File: src/rtl/id_stage_pipe.sv
// MIPS decode stage: register bank, branch resolution in ID, hazard detection and the ID/EX register.
// Build option: define ID_WB_BYPASS_EN to forward same-cycle WB writes into the ID operand reads.
module id_stage_pipe #(
    parameter int REGISTERS_BANK_SIZE = 32,
    parameter int PC_SIZE             = 32,
    parameter int BUS_SIZE            = 32,
    localparam int AW                 = $clog2(REGISTERS_BANK_SIZE)
) (
    input  logic                i_clk,
    input  logic                i_reset,
    input  logic                i_valid,
    input  logic                i_stall,
    input  logic                i_flush,
    input  logic [BUS_SIZE-1:0] i_instruction,
    input  logic [PC_SIZE-1:0]  i_next_seq_pc,
    input  logic                i_mem_reg_write,
    input  logic [AW-1:0]       i_mem_dst,
    input  logic                i_wb_write_en,
    input  logic [AW-1:0]       i_wb_addr,
    input  logic [BUS_SIZE-1:0] i_wb_data,
    output logic                o_hazard_stall,
    output logic                o_branch_taken,
    output logic [PC_SIZE-1:0]  o_branch_target,
    output logic                o_ex_valid,
    output logic [BUS_SIZE-1:0] o_ex_bus_a,
    output logic [BUS_SIZE-1:0] o_ex_bus_b,
    output logic [BUS_SIZE-1:0] o_ex_imm,
    output logic [AW-1:0]       o_ex_rs,
    output logic [AW-1:0]       o_ex_rt,
    output logic [AW-1:0]       o_ex_dst,
    output logic [5:0]          o_ex_funct,
    output logic                o_ex_reg_write,
    output logic                o_ex_mem_read,
    output logic                o_ex_mem_write,
    output logic                o_ex_alu_src
);

    localparam logic [5:0] OP_RTYPE  = 6'h00;
    localparam logic [5:0] OP_J      = 6'h02;
    localparam logic [5:0] OP_BEQ    = 6'h04;
    localparam logic [5:0] OP_BNE    = 6'h05;
    localparam logic [5:0] OP_LW     = 6'h23;
    localparam logic [5:0] OP_SW     = 6'h2B;
    localparam logic [5:0] FUNCT_JR  = 6'h08;

    logic [5:0]          op;
    logic [5:0]          funct;
    logic [AW-1:0]       rs;
    logic [AW-1:0]       rt;
    logic [AW-1:0]       rd;
    logic [15:0]         imm16;
    logic [25:0]         dir;
    logic [BUS_SIZE-1:0] imm_ext;

    assign op      = i_instruction[31:26];
    assign rs      = i_instruction[21 +: AW];
    assign rt      = i_instruction[16 +: AW];
    assign rd      = i_instruction[11 +: AW];
    assign imm16   = i_instruction[15:0];
    assign funct   = i_instruction[5:0];
    assign dir     = i_instruction[25:0];
    assign imm_ext = {{(BUS_SIZE-16){imm16[15]}}, imm16};

    logic          dec_reg_write;
    logic          dec_mem_read;
    logic          dec_mem_write;
    logic          dec_alu_src;
    logic          dec_uses_rt;
    logic          dec_beq;
    logic          dec_bne;
    logic          dec_j;
    logic          dec_jr;
    logic [AW-1:0] dec_dst;

    always_comb begin
        dec_reg_write = 1'b0;
        dec_mem_read  = 1'b0;
        dec_mem_write = 1'b0;
        dec_alu_src   = 1'b0;
        dec_uses_rt   = 1'b0;
        dec_beq       = 1'b0;
        dec_bne       = 1'b0;
        dec_j         = 1'b0;
        dec_jr        = 1'b0;
        dec_dst       = rt;
        case (op)
            OP_RTYPE: begin
                dec_dst     = rd;
                dec_uses_rt = 1'b1;
                if (funct == FUNCT_JR) begin
                    dec_jr = 1'b1;
                end else begin
                    dec_reg_write = 1'b1;
                end
            end
            OP_LW: begin
                dec_reg_write = 1'b1;
                dec_mem_read  = 1'b1;
                dec_alu_src   = 1'b1;
            end
            OP_SW: begin
                dec_mem_write = 1'b1;
                dec_alu_src   = 1'b1;
                dec_uses_rt   = 1'b1;
            end
            OP_BEQ: begin
                dec_beq     = 1'b1;
                dec_uses_rt = 1'b1;
            end
            OP_BNE: begin
                dec_bne     = 1'b1;
                dec_uses_rt = 1'b1;
            end
            OP_J: begin
                dec_j = 1'b1;
            end
            default: begin
                // 0x08-0x0F immediate ALU group; anything else stays a NOP
                if (op[5:3] == 3'b001) begin
                    dec_reg_write = 1'b1;
                    dec_alu_src   = 1'b1;
                end
            end
        endcase
        if (dec_dst == '0) begin
            dec_reg_write = 1'b0;
        end
    end

    logic [BUS_SIZE-1:0] regs [REGISTERS_BANK_SIZE];
    logic                wb_hit;

    assign wb_hit = i_wb_write_en && (i_wb_addr != '0);

    always_ff @(posedge i_clk or posedge i_reset) begin
        if (i_reset) begin
            for (int i = 0; i < REGISTERS_BANK_SIZE; i++) begin
                regs[i] <= '0;
            end
        end else if (wb_hit) begin
            regs[i_wb_addr] <= i_wb_data;
        end
    end

    logic [BUS_SIZE-1:0] bus_a;
    logic [BUS_SIZE-1:0] bus_b;
    logic                bypass_miss;

`ifdef ID_WB_BYPASS_EN
    always_comb begin
        bus_a = regs[rs];
        bus_b = regs[rt];
        if (wb_hit && (i_wb_addr == rs)) begin
            bus_a = i_wb_data;
        end
        if (wb_hit && (i_wb_addr == rt)) begin
            bus_b = i_wb_data;
        end
    end

    assign bypass_miss = 1'b0;
`else
    assign bus_a = regs[rs];
    assign bus_b = regs[rt];

    // Bank is written at the edge, so an operand being written this cycle is stale here.
    assign bypass_miss = wb_hit &&
                         ((i_wb_addr == rs) || (dec_uses_rt && (i_wb_addr == rt)));
`endif

    logic load_use;
    logic ex_conflict;
    logic mem_conflict;
    logic branch_operand;
    logic is_cond_branch;

    assign is_cond_branch = dec_beq || dec_bne;

    assign load_use = o_ex_valid && o_ex_mem_read && (o_ex_dst != '0) &&
                      ((o_ex_dst == rs) || (dec_uses_rt && (o_ex_dst == rt)));

    // Branches compare in ID, so any in-flight producer of their operands must drain first.
    assign ex_conflict = o_ex_valid && o_ex_reg_write && (o_ex_dst != '0) &&
                         ((o_ex_dst == rs) || (is_cond_branch && (o_ex_dst == rt)));

    assign mem_conflict = i_mem_reg_write && (i_mem_dst != '0) &&
                          ((i_mem_dst == rs) || (is_cond_branch && (i_mem_dst == rt)));

    assign branch_operand = (is_cond_branch || dec_jr) && (ex_conflict || mem_conflict);

    assign o_hazard_stall = i_valid && (load_use || branch_operand || bypass_miss);

    logic               operands_equal;
    logic               taken_raw;
    logic [PC_SIZE-1:0] branch_offset;

    assign operands_equal = (bus_a == bus_b);
    assign taken_raw      = (dec_beq && operands_equal) || (dec_bne && !operands_equal) ||
                            dec_j || dec_jr;
    assign branch_offset  = {{(PC_SIZE-18){imm16[15]}}, imm16, 2'b00};
    assign o_branch_taken = i_valid && !o_hazard_stall && !i_stall && taken_raw;

    always_comb begin
        if (dec_j) begin
            o_branch_target = {i_next_seq_pc[PC_SIZE-1:28], dir, 2'b00};
        end else if (dec_jr) begin
            o_branch_target = PC_SIZE'(bus_a);
        end else begin
            o_branch_target = i_next_seq_pc + branch_offset;
        end
    end

    logic load_bubble;

    assign load_bubble = o_hazard_stall || !i_valid;

    // Bubbles only clear valid and controls; data fields are left as whatever was decoded.
    always_ff @(posedge i_clk or posedge i_reset) begin
        if (i_reset) begin
            o_ex_valid     <= 1'b0;
            o_ex_bus_a     <= '0;
            o_ex_bus_b     <= '0;
            o_ex_imm       <= '0;
            o_ex_rs        <= '0;
            o_ex_rt        <= '0;
            o_ex_dst       <= '0;
            o_ex_funct     <= '0;
            o_ex_reg_write <= 1'b0;
            o_ex_mem_read  <= 1'b0;
            o_ex_mem_write <= 1'b0;
            o_ex_alu_src   <= 1'b0;
        end else if (i_flush || (!i_stall && load_bubble)) begin
            o_ex_valid     <= 1'b0;
            o_ex_reg_write <= 1'b0;
            o_ex_mem_read  <= 1'b0;
            o_ex_mem_write <= 1'b0;
            o_ex_alu_src   <= 1'b0;
        end else if (!i_stall) begin
            o_ex_valid     <= 1'b1;
            o_ex_bus_a     <= bus_a;
            o_ex_bus_b     <= bus_b;
            o_ex_imm       <= imm_ext;
            o_ex_rs        <= rs;
            o_ex_rt        <= rt;
            o_ex_dst       <= dec_dst;
            o_ex_funct     <= funct;
            o_ex_reg_write <= dec_reg_write;
            o_ex_mem_read  <= dec_mem_read;
            o_ex_mem_write <= dec_mem_write;
            o_ex_alu_src   <= dec_alu_src;
        end
    end

endmodule

File: config.mk
export PLATFORM = sky130hd
export DESIGN_NAME = id_stage_pipe
export DESIGN_NICKNAME = d
export VERILOG_FILES = /design/src/rtl/id_stage_pipe.sv
export SDC_FILE = /design/constraint.sdc
export NUM_CORES = 2
export LEC_CHECK = 0
export CAP_MARGIN = 10
export CORE_MARGIN = 2
export CORE_UTILIZATION = 40
export CTS_CLUSTER_DIAMETER = 120
export CTS_CLUSTER_SIZE = 28
export DETAILED_ROUTE_END_ITERATION = 10
export PLACE_DENSITY_LB_ADDON = 0.05
export SETUP_SLACK_MARGIN = 0.5
export SLEW_MARGIN = 15
export SYNTH_ARGS = -nofsm -noshare
export SYNTH_HDL_FRONTEND = slang
export SYNTH_SLANG_ARGS = --single-unit
File: constraint.sdc
create_clock -name i_clk -period 114 [get_ports i_clk]
set_input_delay 17.1 -clock i_clk [delete_from_list [all_inputs] [get_ports i_clk]]
set_output_delay 17.1 -clock i_clk [all_outputs]
set_load 0.02 [all_outputs]
==> flow_metrics.tcl <==
set metrics [dict create \
    outcome "finished, final reports clean" \
    p_per_area_nw_per_um2 15.5 \
    tightest_slew_ps 1300 \
    worstPathMaxFanout 85 \
    postCtsSetupRepairBufs 0 \
    clock_latency_ps 720 \
    start_kind "primary input" \
    gr-total-overflow 0 \
    period_share_pct 35.5 \
    peakVddDrop_mv 0.0115 \
    initial_utilization_pct 40.2 \
    grt_max_degree 160 \
    layout-drive-gt1-share_pct 37.2 \
    regArea_sq_um 28100 \
    dr.pass1.iters 8 \
    fin_worst_skew_ps 30.9 \
    required_ps 96900 \
    htree_num_levels 2 \
    synthesis.nets 4702 \
    drc 0 \
    cts_tree "yes" \
    postSynth.asyncResetShare_pct 100 \
    syn_to_final_growth_pct 9.20 \
    yosys_register_bits 1124 \
    grt_pass1_wl_um 324000 \
    synth_top_family_by_area "multiplexers" \
    cp_common_cell "buf_4" \
    die_h_um 394 \
    yosysUniqueCellTypes 65 \
    path_clk_slew_ps 110 \
    io_pins 269 \
    fin_ws_ps 73490 \
    layout.nets 4649 \
    wl_met2_um 105000 \
    via_per_inst 6.30 \
    multi_input_area_sq_um 30800 \
    worstSetupEndpointType "output port" \
    core_area_sq_um 152000 \
    critical_path_class "in -> out" \
    cts_resized 0 \
    num-fill-cells 13900 \
    rsz0062_at_grt "no" \
    hold_violations 0 \
    portBuffers 268 \
    slew_headroom_pct 13.0 \
    dieWidth_um 394 \
    synth-compound-area-share_pct 6.75 \
    root_buffer "clkbuf_16" \
    fin_hold_ws_ps 403 \
    dpl_cell_area_sq_um 65200 \
    drt-initial-drc-count 3241 \
    avgSynthCellArea_sq_um 13.4 \
    wl_per_cell_um 34.6 \
    clockBufferDepth 3 \
    period_needed_ps 40510 \
    grt_usage_pct 29.0 \
    netlist_area_sq_um 60900 \
    yosys.area_share.simple_pct 3.94 \
    fin_area_sq_um 66500 \
    p_leak_uw 0.0284 \
    cts.sinks 1124 \
    vias 41300 \
    rows 143 \
    place_hpwl_um 131000 \
    gp_congestion 0.846 \
    wl_met3_um 14800 \
    slew_viol_final 0 \
    cts_buffers 48 \
    critPathSlowestCell "nor2_1" \
    synth_cells 4559 \
    synth-xor-area-share_pct 1.24 \
    grt_pass1_vias 41500 \
    met1_length_um 99700 \
    place_ws_ps 73680 \
    clock.fmax_mhz 24.7 \
    cts_hold_buf 0 \
    slowest_delay_ps 810 \
    route.top_layer_used "met5" \
    yosysSeqAreaShare_pct 46.2 \
    crit_arrival_ps 23410 \
    setup_viol 0 \
    ys.flop_type "dfrtp_1" \
    power_uw 1030 \
    ant_nets 0 \
    cap_violations 0 \
    synthAdderAreaFrac_pct 0.629 \
    wl_um 227000 \
    synth.area.mux_share_pct 37.6 \
    tns_ps 0 \
    antenna_found_initial 12 \
    synth-edff-count 0 \
    critical_path.cell_chain "buf_8 > buf_4 > buf_4 > mux4_2 > o2111ai_1 > a21oi_1 > nor2_1 > xnor2_1 > nor4_1 > and4_1 > nand3_1 > nand3b_1 > clkdlybuf4s50_1" \
    ys_warn_count 0 \
    hold_path_class "reg -> reg" \
    fp.dieArea_sq_um 155000 \
]
power breakdown:
part | internal (uW) | switching (uW)
Combinational | 148 | 132
Sequential | 474 | 56.0
Clock | 81.5 | 138
Total | 703 | 326
final timing paths:
path	from	end	slack (ps)	cells past startpoint
worst max-delay path	i_instruction[22]	o_branch_taken	73490	13
worst min-delay path	regs[993]	regs[993]	400	0
worst max register to register	o_ex_dst[3]	o_ex_bus_b[10]	109970	10
worst min register to register	regs[993]	regs[993]	400	0
max in group asynchronous	i_reset	regs[176]	93560	6
min in group asynchronous	i_reset	o_ex_imm[8]	16830	2
metal layers:
| layer | GRT usage (%) | vias up |
|---|---|---|
| met1 | 41.4 | 22400 |
| met4 | 8.44 | 2 |
| met5 | 0 | - |
| met2 | 45.9 | 1513 |
| met3 | 4.11 | 298 |
| li1 | - | 17100 |
area by class of cell:
cell class | instances | area share (%)
clock buffer | 53 | 1.90
clock inverter | 12 | 0.164
timing repair buffer | 383 | 5.45
antenna | 3 | 0.0113
tap | 2030 | 3.82
multi-input combinational | 2935 | 46.3
inverter | 14 | 0.0903
sequential | 1124 | 42.3
state kept, by name (all words and copies together), names as in the netlist:
register and count:
o_ex_bus_a 32, o_ex_dst 5, o_ex_mem_write 1, o_ex_bus_b 32, o_ex_reg_write 1, regs 1024, o_ex_valid 1, o_ex_rs 5
o_ex_rt 5, o_ex_alu_src 1, o_ex_imm 16, o_ex_mem_read 1
cell families after synthesis:
logic type,count (synthesis)
adder cells (fa/ha/maj),30
multiplexers,1675
buffers and inverters,500
XOR/XNOR,86
AND/OR/NAND/NOR,552
AO/OA/AOI/OAI,592
flip-flops,1124
cells in the final DEF, fill, tap and decap left out, drive strengths merged, types with 4 or more instances in the layout:
master,instances
a21boi,4
a21o,11
a21oi,104
a22o,4
a22oi,202
a311oi,52
and2,9
buf,127
clkbuf,53
clkdlybuf4s50,256
clkinv,4
dfrtp,1124
ha,29
inv,22
mux2,1047
mux2i,244
mux4,384
nand2,326
nand2b,6
nand3,22
nand3b,6
nand4,19
nor2,98
nor2b,9
nor3,17
nor3b,8
nor4,7
o2111ai,50
o211ai,9
o21a,4
o21ai,103
o221ai,24
o31ai,6
or4,4
xnor2,49
xor2,37
Yosys cell counts, types with 10 or more instances:
| master | n | area (sq um) |
|---|---|---|
| nor2_1 | 98 | 368 |
| xor2_1 | 37 | 324 |
| o21ai_0 | 103 | 515 |
| nand4_1 | 19 | 119 |
| nand3_1 | 22 | 110 |
| xnor2_1 | 49 | 429 |
| buf_1 | 57 | 214 |
| ha_1 | 29 | 363 |
| a21o_1 | 10 | 75.1 |
| mux4_2 | 384 | 8650 |
| mux2i_1 | 244 | 2440 |
| a22oi_1 | 202 | 1520 |
| nor3_1 | 17 | 85.1 |
| buf_2 | 81 | 405 |
| dfrtp_1 | 1124 | 28100 |
| clkbuf_1 | 278 | 1040 |
| a311oi_1 | 52 | 455 |
| o2111ai_1 | 50 | 438 |
| nand2_1 | 326 | 1220 |
| buf_4 | 66 | 495 |
| mux2_2 | 1047 | 11800 |
| inv_1 | 14 | 52.6 |
| o221ai_1 | 23 | 201 |
| a21oi_1 | 103 | 515 |
stage by stage:
step	std cells	util, %
3_5_place_dp	6486	43.0
4_1_cts	6551	43.9
3_3_place_gp	6486	43.0
5_1_grt	6551	43.9
6_report	6554	43.9
2_1_floorplan	4559	-
critical path, delay by kind of cell:
family	cells	cell delay, ps
XOR/XNOR	1	260
multiplexers	1	590
AND/OR/NAND/NOR	5	2160
AO/OA/AOI/OAI	2	280
buffers and inverters	4	2830
Power figures use the tool's default switching activity.
